`src/rtl/wb_slave_regs.sv`:
```
// wb_slave_regs: Wishbone classic slave exposing NUM_REGS 32-bit read/write registers with programmable wait states.
//   Clock/reset : wb_clk (rising edge), wb_rst (synchronous, active-high)
//   Slave side  : wb_adr_i, wb_dat_i, wb_sel_i, wb_we_i, wb_cyc_i, wb_stb_i, wb_cti_i/wb_bte_i (ignored)
//                 wb_dat_o, wb_ack_o, wb_err_o, wb_rty_o (tied 0)
//   Side output : ctrl_o, live copy of register 0
//   Build option: define WB_SLAVE_ERR_EN to terminate misses with wb_err_o instead of an empty ack.
//   dw is expected to be 32: each register is four byte lanes selected by wb_sel_i.
module wb_slave_regs #(
  parameter int dw = 32,
  parameter int aw = 32,
  parameter logic [aw-1:0] BASE_ADDR = 32'h0000_1000,
  parameter int NUM_REGS = 16,
  parameter int WAIT_STATES = 1
) (
  input  logic          wb_clk,
  input  logic          wb_rst,
  input  logic [aw-1:0] wb_adr_i,
  input  logic [dw-1:0] wb_dat_i,
  input  logic [3:0]    wb_sel_i,
  input  logic          wb_we_i,
  input  logic          wb_cyc_i,
  input  logic          wb_stb_i,
  input  logic [2:0]    wb_cti_i,
  input  logic [1:0]    wb_bte_i,
  output logic [dw-1:0] wb_dat_o,
  output logic          wb_ack_o,
  output logic          wb_err_o,
  output logic          wb_rty_o,
  output logic [dw-1:0] ctrl_o
);
  localparam int IW = $clog2(NUM_REGS);
  typedef enum logic [1:0] {IDLE, WAIT, RESP} state_t;
  state_t          state, state_n;
  logic [2:0]      cnt;
  logic [aw-1:0]   adr_q, acc_adr;
  logic [dw-1:0]   dat_q, acc_dat;
  logic [3:0]      sel_q, acc_sel;
  logic            we_q, acc_we, req, go, hit;
  logic [IW-1:0]   idx;
  logic [dw-1:0]   regs [NUM_REGS];
  logic            unused;
  // With zero wait states the access completes on the sampling edge, so the
  // live bus inputs are used in IDLE and the latched copy afterwards.
  assign acc_adr = state == IDLE ? wb_adr_i : adr_q;
  assign acc_dat = state == IDLE ? wb_dat_i : dat_q;
  assign acc_sel = state == IDLE ? wb_sel_i : sel_q;
  assign acc_we  = state == IDLE ? wb_we_i  : we_q;
  assign req     = wb_cyc_i && wb_stb_i;
  // BASE_ADDR is aligned to the window size, so a hit is an upper-bit match.
  assign hit     = acc_adr[1:0] == 2'b00 && acc_adr[aw-1:IW+2] == BASE_ADDR[aw-1:IW+2];
  assign idx     = acc_adr[IW+1:2];
  assign ctrl_o  = regs[0];
  assign wb_rty_o = 1'b0;
  assign unused  = ^{wb_cti_i, wb_bte_i};
  always_comb begin
    go = 1'b0;
    state_n = IDLE;
    go = (state == IDLE && req && WAIT_STATES == 0) || (state == WAIT && wb_cyc_i && cnt == 3'd0);
    state_n = go ? RESP
            : (state == IDLE && req) || (state == WAIT && wb_cyc_i) ? WAIT
            : IDLE;
  end
  always_ff @(posedge wb_clk) begin
    if (wb_rst) begin
      state <= IDLE;
      cnt <= 3'd0;
      adr_q <= '0;
      dat_q <= '0;
      sel_q <= '0;
      we_q <= 1'b0;
      wb_dat_o <= '0;
      wb_ack_o <= 1'b0;
      wb_err_o <= 1'b0;
      for (int i = 0; i < NUM_REGS; i++) regs[i] <= '0;
    end else begin
      state <= state_n;
      cnt <= state_n == WAIT ? (state == IDLE ? 3'(WAIT_STATES - 1) : cnt - 3'd1) : 3'd0;
      if (state == IDLE && req) begin
        adr_q <= wb_adr_i;
        dat_q <= wb_dat_i;
        sel_q <= wb_sel_i;
        we_q <= wb_we_i;
      end
`ifdef WB_SLAVE_ERR_EN
      wb_ack_o <= go && hit;
      wb_err_o <= go && !hit;
`else
      wb_ack_o <= go;
      wb_err_o <= 1'b0;
`endif
      wb_dat_o <= go && !acc_we && hit ? regs[idx] : '0;
      if (go && acc_we && hit)
        for (int b = 0; b < 4; b++)
          if (acc_sel[b]) regs[idx][8*b +: 8] <= acc_dat[8*b +: 8];
    end
  end
endmodule

```
`config.mk`:
```
export PLATFORM = sky130hd
export DESIGN_NAME = wb_slave_regs
export DESIGN_NICKNAME = d
export VERILOG_FILES = /design/src/rtl/wb_slave_regs.sv
export SDC_FILE = /design/constraint.sdc
export NUM_CORES = 1
export LEC_CHECK = 0
export BUFFER_PORTS_ARGS = -buffer_cell sky130_fd_sc_hd__buf_2
export CAP_MARGIN = 5
export CORE_ASPECT_RATIO = 0.75
export CORE_MARGIN = 4
export CORE_UTILIZATION = 30
export DETAILED_ROUTE_END_ITERATION = 10
export PLACE_DENSITY_LB_ADDON = 0.2
export SLEW_MARGIN = 40
export SYNTH_ARGS = -nofsm -noshare
export SYNTH_HDL_FRONTEND = slang
export SYNTH_SLANG_ARGS = --single-unit
```
`constraint.sdc`:
```
create_clock -name wb_clk -period 3.1 [get_ports wb_clk]
set_input_delay 0.62 -clock wb_clk [delete_from_list [all_inputs] [get_ports wb_clk]]
set_output_delay 0.62 -clock wb_clk [all_outputs]
set_load 0.02 [all_outputs]
```
==> out/metrics.cfg, run 1 <==
[final_layout]
area_delta_synth_final_pct=19.6
ff_latch_area_um2=17500
multi_input_area_um2=8400
fill_cells=8517
drive_gt1_share_pct=19.9
nets=2448

[yosys]
yosysWarnings=0
synth_top_flop_cell=edfxtp_1
synth-seq-cells=618
yosysUniqueCellTypes=45
synth_area_leaders=edfxtp_1 58%, nor3_1 9.6%, dfxtp_1 8.0%, a22o_1 6.3%, clkbuf_1 2.4%
syn_area_um2=26700
ys_seq_area_share_pct=65.6
yosysTopAreaCell=edfxtp_1
synth_enable_flop_cells=512
synth_top_area_share_pct=57.7
synth.avg_cell_area_um2=12.0
synth-async-reset-ratio_pct=0
synthCells=2222

[die]
row_count=94
die_x_um=352
fp.dieH_um=266
ios=145
core_um2=87900
start_util_pct=30.3
die_area_um2=93700

[place]
pre_cts_slack_ps=-5.98
dp_hpwl_um=55500
place.gp.congestion=0.809
port_buffers=137

[power]
p_per_area_nw_per_um2=588
ir_worst_vdd_mv=0.393
p_total_mw=18.7
leakage_nw=10.4

[sta]
finalClockSkew_ps=27.7
rsz0062_at_grt=false
setup_tns_ps=0
hold_viol=0
fmax_ghz=0.334
tightest_slew_ps=847
drv_slew=0
holdWs_ps=263
period_share_pct=96.5
slew_headroom_pct=43.4
worst_slack_ps=109
setup_violations=0
fin_crit_ps=2990

[cts]
clockBufferDepth=3
post_cts.repair.setup_buffers=0
cts_hold_buffers=0
clk_pin_slew_ps=60
htreeDepth=3
post_cts_resized=0
worstSkewPairLatency_ps=620
numCtsBuffers=67
cts_tree=done
cts.sinks=618
clock-root-buffer=clkbuf_16

[worst_setup_path]
critPathRequiredTime_ps=3500
start_kind=flop
arrival_ps=3390
crit_type=flop to flop
worstPathMaxFanout=39
crit_path_end_kind=flop

[drt]
detail_route.wl_per_cell_um=22.5
firstDrtPassIters=8
drcViolationCount=0
vias=19200
drt-total-wl_um=80700
routed_via_density=5.36
drtAntennaViolNets=0
drt_iter0_drc=1862

[grt]
antenna_found_initial=16
grt-busiest-layer=met1
grt_pass1_wl_um=119000
gr-total-overflow=0
use_met3_pct=5.97
grt_max_degree=129
grt_pass1_vias=18500
grtUsageMet1_pct=24.6
grtUsageMet2_pct=23.4
grt_usage_pct=16.6

[job]
drv_cap=0

[outcome]
outcome=finished, final reports clean

[hold_path]
min_path_type=primary input to flop

## layout by cell type, fill, tap and decap left out, drive strengths merged, types with 2 or more instances in the layout
master and n:
o21ai 104, o211ai 5, a21o 32, a22oi 64
o21bai 64, a41oi 32, diode 9, nand2b 4
or4b 2, nand2 166, conb 2, mux2i 32
nor3b 2, o2111ai 6, a21oi 69, nand4 2
edfxtp 512, buf 330, nor4 11, nand3b 3
ha 2, or4 3, dfxtp 106, a22o 192
o31ai 2, nor4b 3, nor2 6, clkbuf 96
nand3 16, nor3 515, clkinv 21, inv 6
## power by group
| part | total [mW] | switching, mW | internal, mW |
|---|---|---|---|
| sequential | 9.32 | 0.0925 | 9.22 |
| clock | 7.77 | 3.31 | 4.46 |
| combinational | 1.66 | 1.13 | 0.533 |
## path summary, 6_finish.rpt
path / slack [ps] / startpoint / end / cells after the start
max: 110 / state[0] / wb_dat_o[24] / 7
min: 260 / wb_sel_i[1] / sel_q[1] / 3
max reg2reg: 110 / state[0] / wb_dat_o[24] / 7
min reg2reg: 410 / cnt[0] / cnt[0] / 1
## final cells by class
cell class	instances	area share, %
clock inverters	24	0.553
multi-input cells	1346	26.3
flip-flops and latches	618	54.9
diodes	9	0.0706
inverters	5	0.0589
well taps	1152	4.52
repair buffers	330	7.48
clock buffers	96	6.09
## layer usage
metal | wire [um] | up-vias | part of all wire (%)
li1 | - | 8883 | -
met1 | 37600 | 9459 | 47
met2 | 32900 | 730 | 41
met3 | 8820 | 92 | 11
met4 | 1200 | 12 | 1.5
met5 | 69 | - | 0.086
## synthesized netlist by cell type, drive strengths merged, types with 3 or more instances
library cell	count
a22o	192
nand2b	4
a41oi	32
nand3b	3
nor3	515
clkbuf	170
inv	5
o21ai	104
nand3	16
a21o	32
edfxtp	512
o2111ai	5
a22oi	64
o21bai	64
buf	85
a21oi	69
mux2i	32
or4	3
nor4	11
nor2	6
nor4b	3
nand2	166
o211ai	5
dfxtp	106
## worst max-delay path, stage by stage, from the launching register on
cell	delay [ps]
dfxtp_1	360
nor2_4	490
buf_4	310
o31ai_4	150
buf_12	250
a22o_1	240
o21ai_0	620
a41oi_1	350
## kinds of logic after synthesis
logic type / share of synthesized area, %
simple gates: 13.4
flops: 65.6
compound gates: 15.6
buf+inv: 4.04
mux: 1.20
fa+ha+maj: 0.0939
other cells: 0.0141
xor+xnor: 0.0329
## metrics by stage
step	instance area, um^2	utilization, %	cells
floorplan	26700	-	2223
global placement	29700	33.8	3448
detailed placement	29700	33.8	3450
CTS	31800	36.2	3570
global route	31900	36.3	3573
finish	31900	36.3	3580
## flip-flops by register name (all words and copies together) (netlist names)
signal,cells
sel_q,4
regs,512
wb_ack_o,1
dat_q,32
we_q,1
wb_dat_o,32
cnt,3
adr_q,32
state,1
No activity file was read; power rests on OpenSTA's default activity.
==> run 2: changes to the inputs <==
--- a/config.mk
+++ b/config.mk
@@ -5,6 +5,7 @@
 export SDC_FILE = /design/constraint.sdc
 export NUM_CORES = 1
 export LEC_CHECK = 0
+export ABC_AREA = 1
 export BUFFER_PORTS_ARGS = -buffer_cell sky130_fd_sc_hd__buf_2
 export CAP_MARGIN = 5
 export CORE_ASPECT_RATIO = 0.75
==> run 2 against run 1 <==
  * Core utilization is 1.3 points lower
  * Critical endpoint is now regs[11][26]
  * Clock skew is 7.3 ps lower
  * Setup slack better by 230 ps
  * Highest routed layer is now met4
==> out/metrics.cfg, run 2 <==
[outcome]
outcome=finished, final reports clean

[yosys]
ys_top_cells_by_count=1,124 x nand2_1, 673 x nor2_1, 512 x edfxtp_1, 353 x nand3_1, 138 x clkbuf_1
synth_top_family_by_area=simple AND/OR/NAND/NOR gates
synth-seq-cells=618
synthCells=3299
ys_seq_area_share_pct=59.4
synth-async-reset-ratio_pct=0
synth-simple-area-share_pct=33.9
synth_compound_area_share_pct=2.59
yosysWarnings=0
yosysMostFrequentCell=nand2_1
synth_area_leaders=edfxtp_1 52%, nand2_1 14%, nor2_1 8.6%, dfxtp_1 7.2%, nand3_1 6.0%
syn_area_um2=29400
yosysUniqueCellTypes=34
synthMuxAreaShare_pct=0
synth_top_flop_cell=edfxtp_1
synth-xor-area-share_pct=0.0297
synth.avg_cell_area_um2=8.92
synth_top_area_share_pct=52.2
yosysTopAreaCell=edfxtp_1
synth_enable_flop_cells=512
synth_fa_ha_area_share_pct=0.0850

[sta]
finalClockSkew_ps=20.3
slew_headroom_pct=38.9
tightest_slew_ps=917
setup_violations=0
fin_crit_ps=2770
drv_slew=0
setup_tns_ps=0
fmax_ghz=0.362
hold_viol=0
period_share_pct=89.2
rsz0062_at_grt=false

[final_layout]
largest_reg_flops=512
final_cells=4757
regMostFlops=regs
final_common_cell=nand2_1
area_delta_synth_final_pct=15.6
nets=3463
final_cell_mix=1,120 x nand2_1, 672 x nor2_1, 512 x edfxtp_1
drive_gt1_share_pct=12.8

[worst_setup_path]
worstPathMaxFanout=9
crit_type=flop to flop
critPathRequiredTime_ps=3400
crit_path_end_kind=flop
start_kind=flop
regToRegSetupSlack_ps=330
arrival_ps=3070

[grt]
gr-total-overflow=0
grt_pass1_wl_um=134000
grt_usage_pct=16.9
grt_max_degree=129
antenna_found_initial=4
grt_pass1_vias=21700

[drt]
detail_route.wl_per_cell_um=18.5
routed_via_density=4.71
drcViolationCount=0
firstDrtPassIters=5
drt_iter0_drc=1682
drt-total-wl_um=87800
vias=22400
drtAntennaViolNets=0

[power]
p_per_area_nw_per_um2=576
leakage_nw=14.5
ir_worst_vdd_mv=0.396

[die]
fp.dieH_um=279
row_count=99
core_um2=97400
start_util_pct=30.2
die_area_um2=103000
die_x_um=370
ios=145

[cts]
cts_tree=done
htreeDepth=3
clk_pin_slew_ps=60
numCtsBuffers=69
clockBufferDepth=3
post_cts.repair.setup_buffers=0
clock-root-buffer=clkbuf_16
worstSkewPairLatency_ps=660
cts_hold_buffers=0
cts.sinks=618
post_cts_resized=0

[job]
drv_cap=0

[hold_path]
min_path_type=primary input to flop

[place]
dp_hpwl_um=55900
dp.cells=4625
port_buffers=137
place.gp.congestion=0.782

## run 2: cell types whose count changed after synthesis, moves of 61 or more
cell      previous run  this run
a22o_1             192         0
o21bai_1            64         0
nand2_1            166      1124
nor3_1             513         4
nand3_4              0        61
a22oi_1             64         0
nand3_1             16       353
nor2_1               5       673
## run 2: final cells by class
| cell class | count | area, um^2 |
|---|---|---|
| antenna | 5 | 12.5 |
| clock buffer | 96 | 1910 |
| clock inverter | 31 | 300 |
| fill | 10200 | 63300 |
| inverter | 55 | 211 |
| multi-input combinational | 2409 | 10800 |
| sequential | 618 | 17500 |
| tap | 1313 | 1640 |
| timing repair buffer | 230 | 1620 |
## run 2: path summary, 6_finish.rpt
kind | startpoint | to | cells past startpoint
setup / recovery | wb_ack_o | regs[11][26] | 9
hold / removal | wb_adr_i[0] | adr_q[0] | 3
setup reg to reg | wb_ack_o | regs[11][26] | 9
hold reg to reg | cnt[0] | cnt[0] | 1
## run 2: critical path: stages (launching register included)
cell and delay, ps:
dfxtp_1 390, inv_1 100, nand2_2 180, buf_4 220, nand2_4 80, nand2_1 170
nand2_2 190, nor2_4 480, nand3_4 230, nand2_1 370
## run 2: cell families (layout without fill, tap and decap cells)
kind of cell	count (synthesis)	in the layout
xor gates and xnor gates	1	1
and+or+nand+nor	2255	2255
buffers and inverters	273	412
other	1	7
DFF	618	618
AOI/OAI and AO/OA	149	149
adders and majority gates	2	2
## run 2: per-stage QoR
stage	util [%]	worst slack [ps]	power, mW	area (um^2)	hold slack, ps
2_1_floorplan	-	808	10.8	29400	393
3_3_place_gp	32.7	190	11.7	31800	402
3_5_place_dp	32.7	195	11.7	31800	401
4_1_cts	34.9	346	19.8	34000	166
5_1_grt	35.0	200	20.4	34000	198
6_report	35.0	335	19.6	34000	209
## run 2: power breakdown
group | internal (mW) | switching (mW) | total (mW)
clock | 4.60 | 3.53 | 8.13
sequential | 9.24 | 0.0844 | 9.33
combinational | 0.538 | 1.60 | 2.14
total | 14.4 | 5.22 | 19.6
## run 2: routing by layer
layer,share of wire (%),global-route usage (%),vias up
met5,0,0,-
met4,1.9,4.72,0
met3,4.5,2.34,117
met2,46,27.0,497
met1,48,24.0,10700
li1,-,-,11000
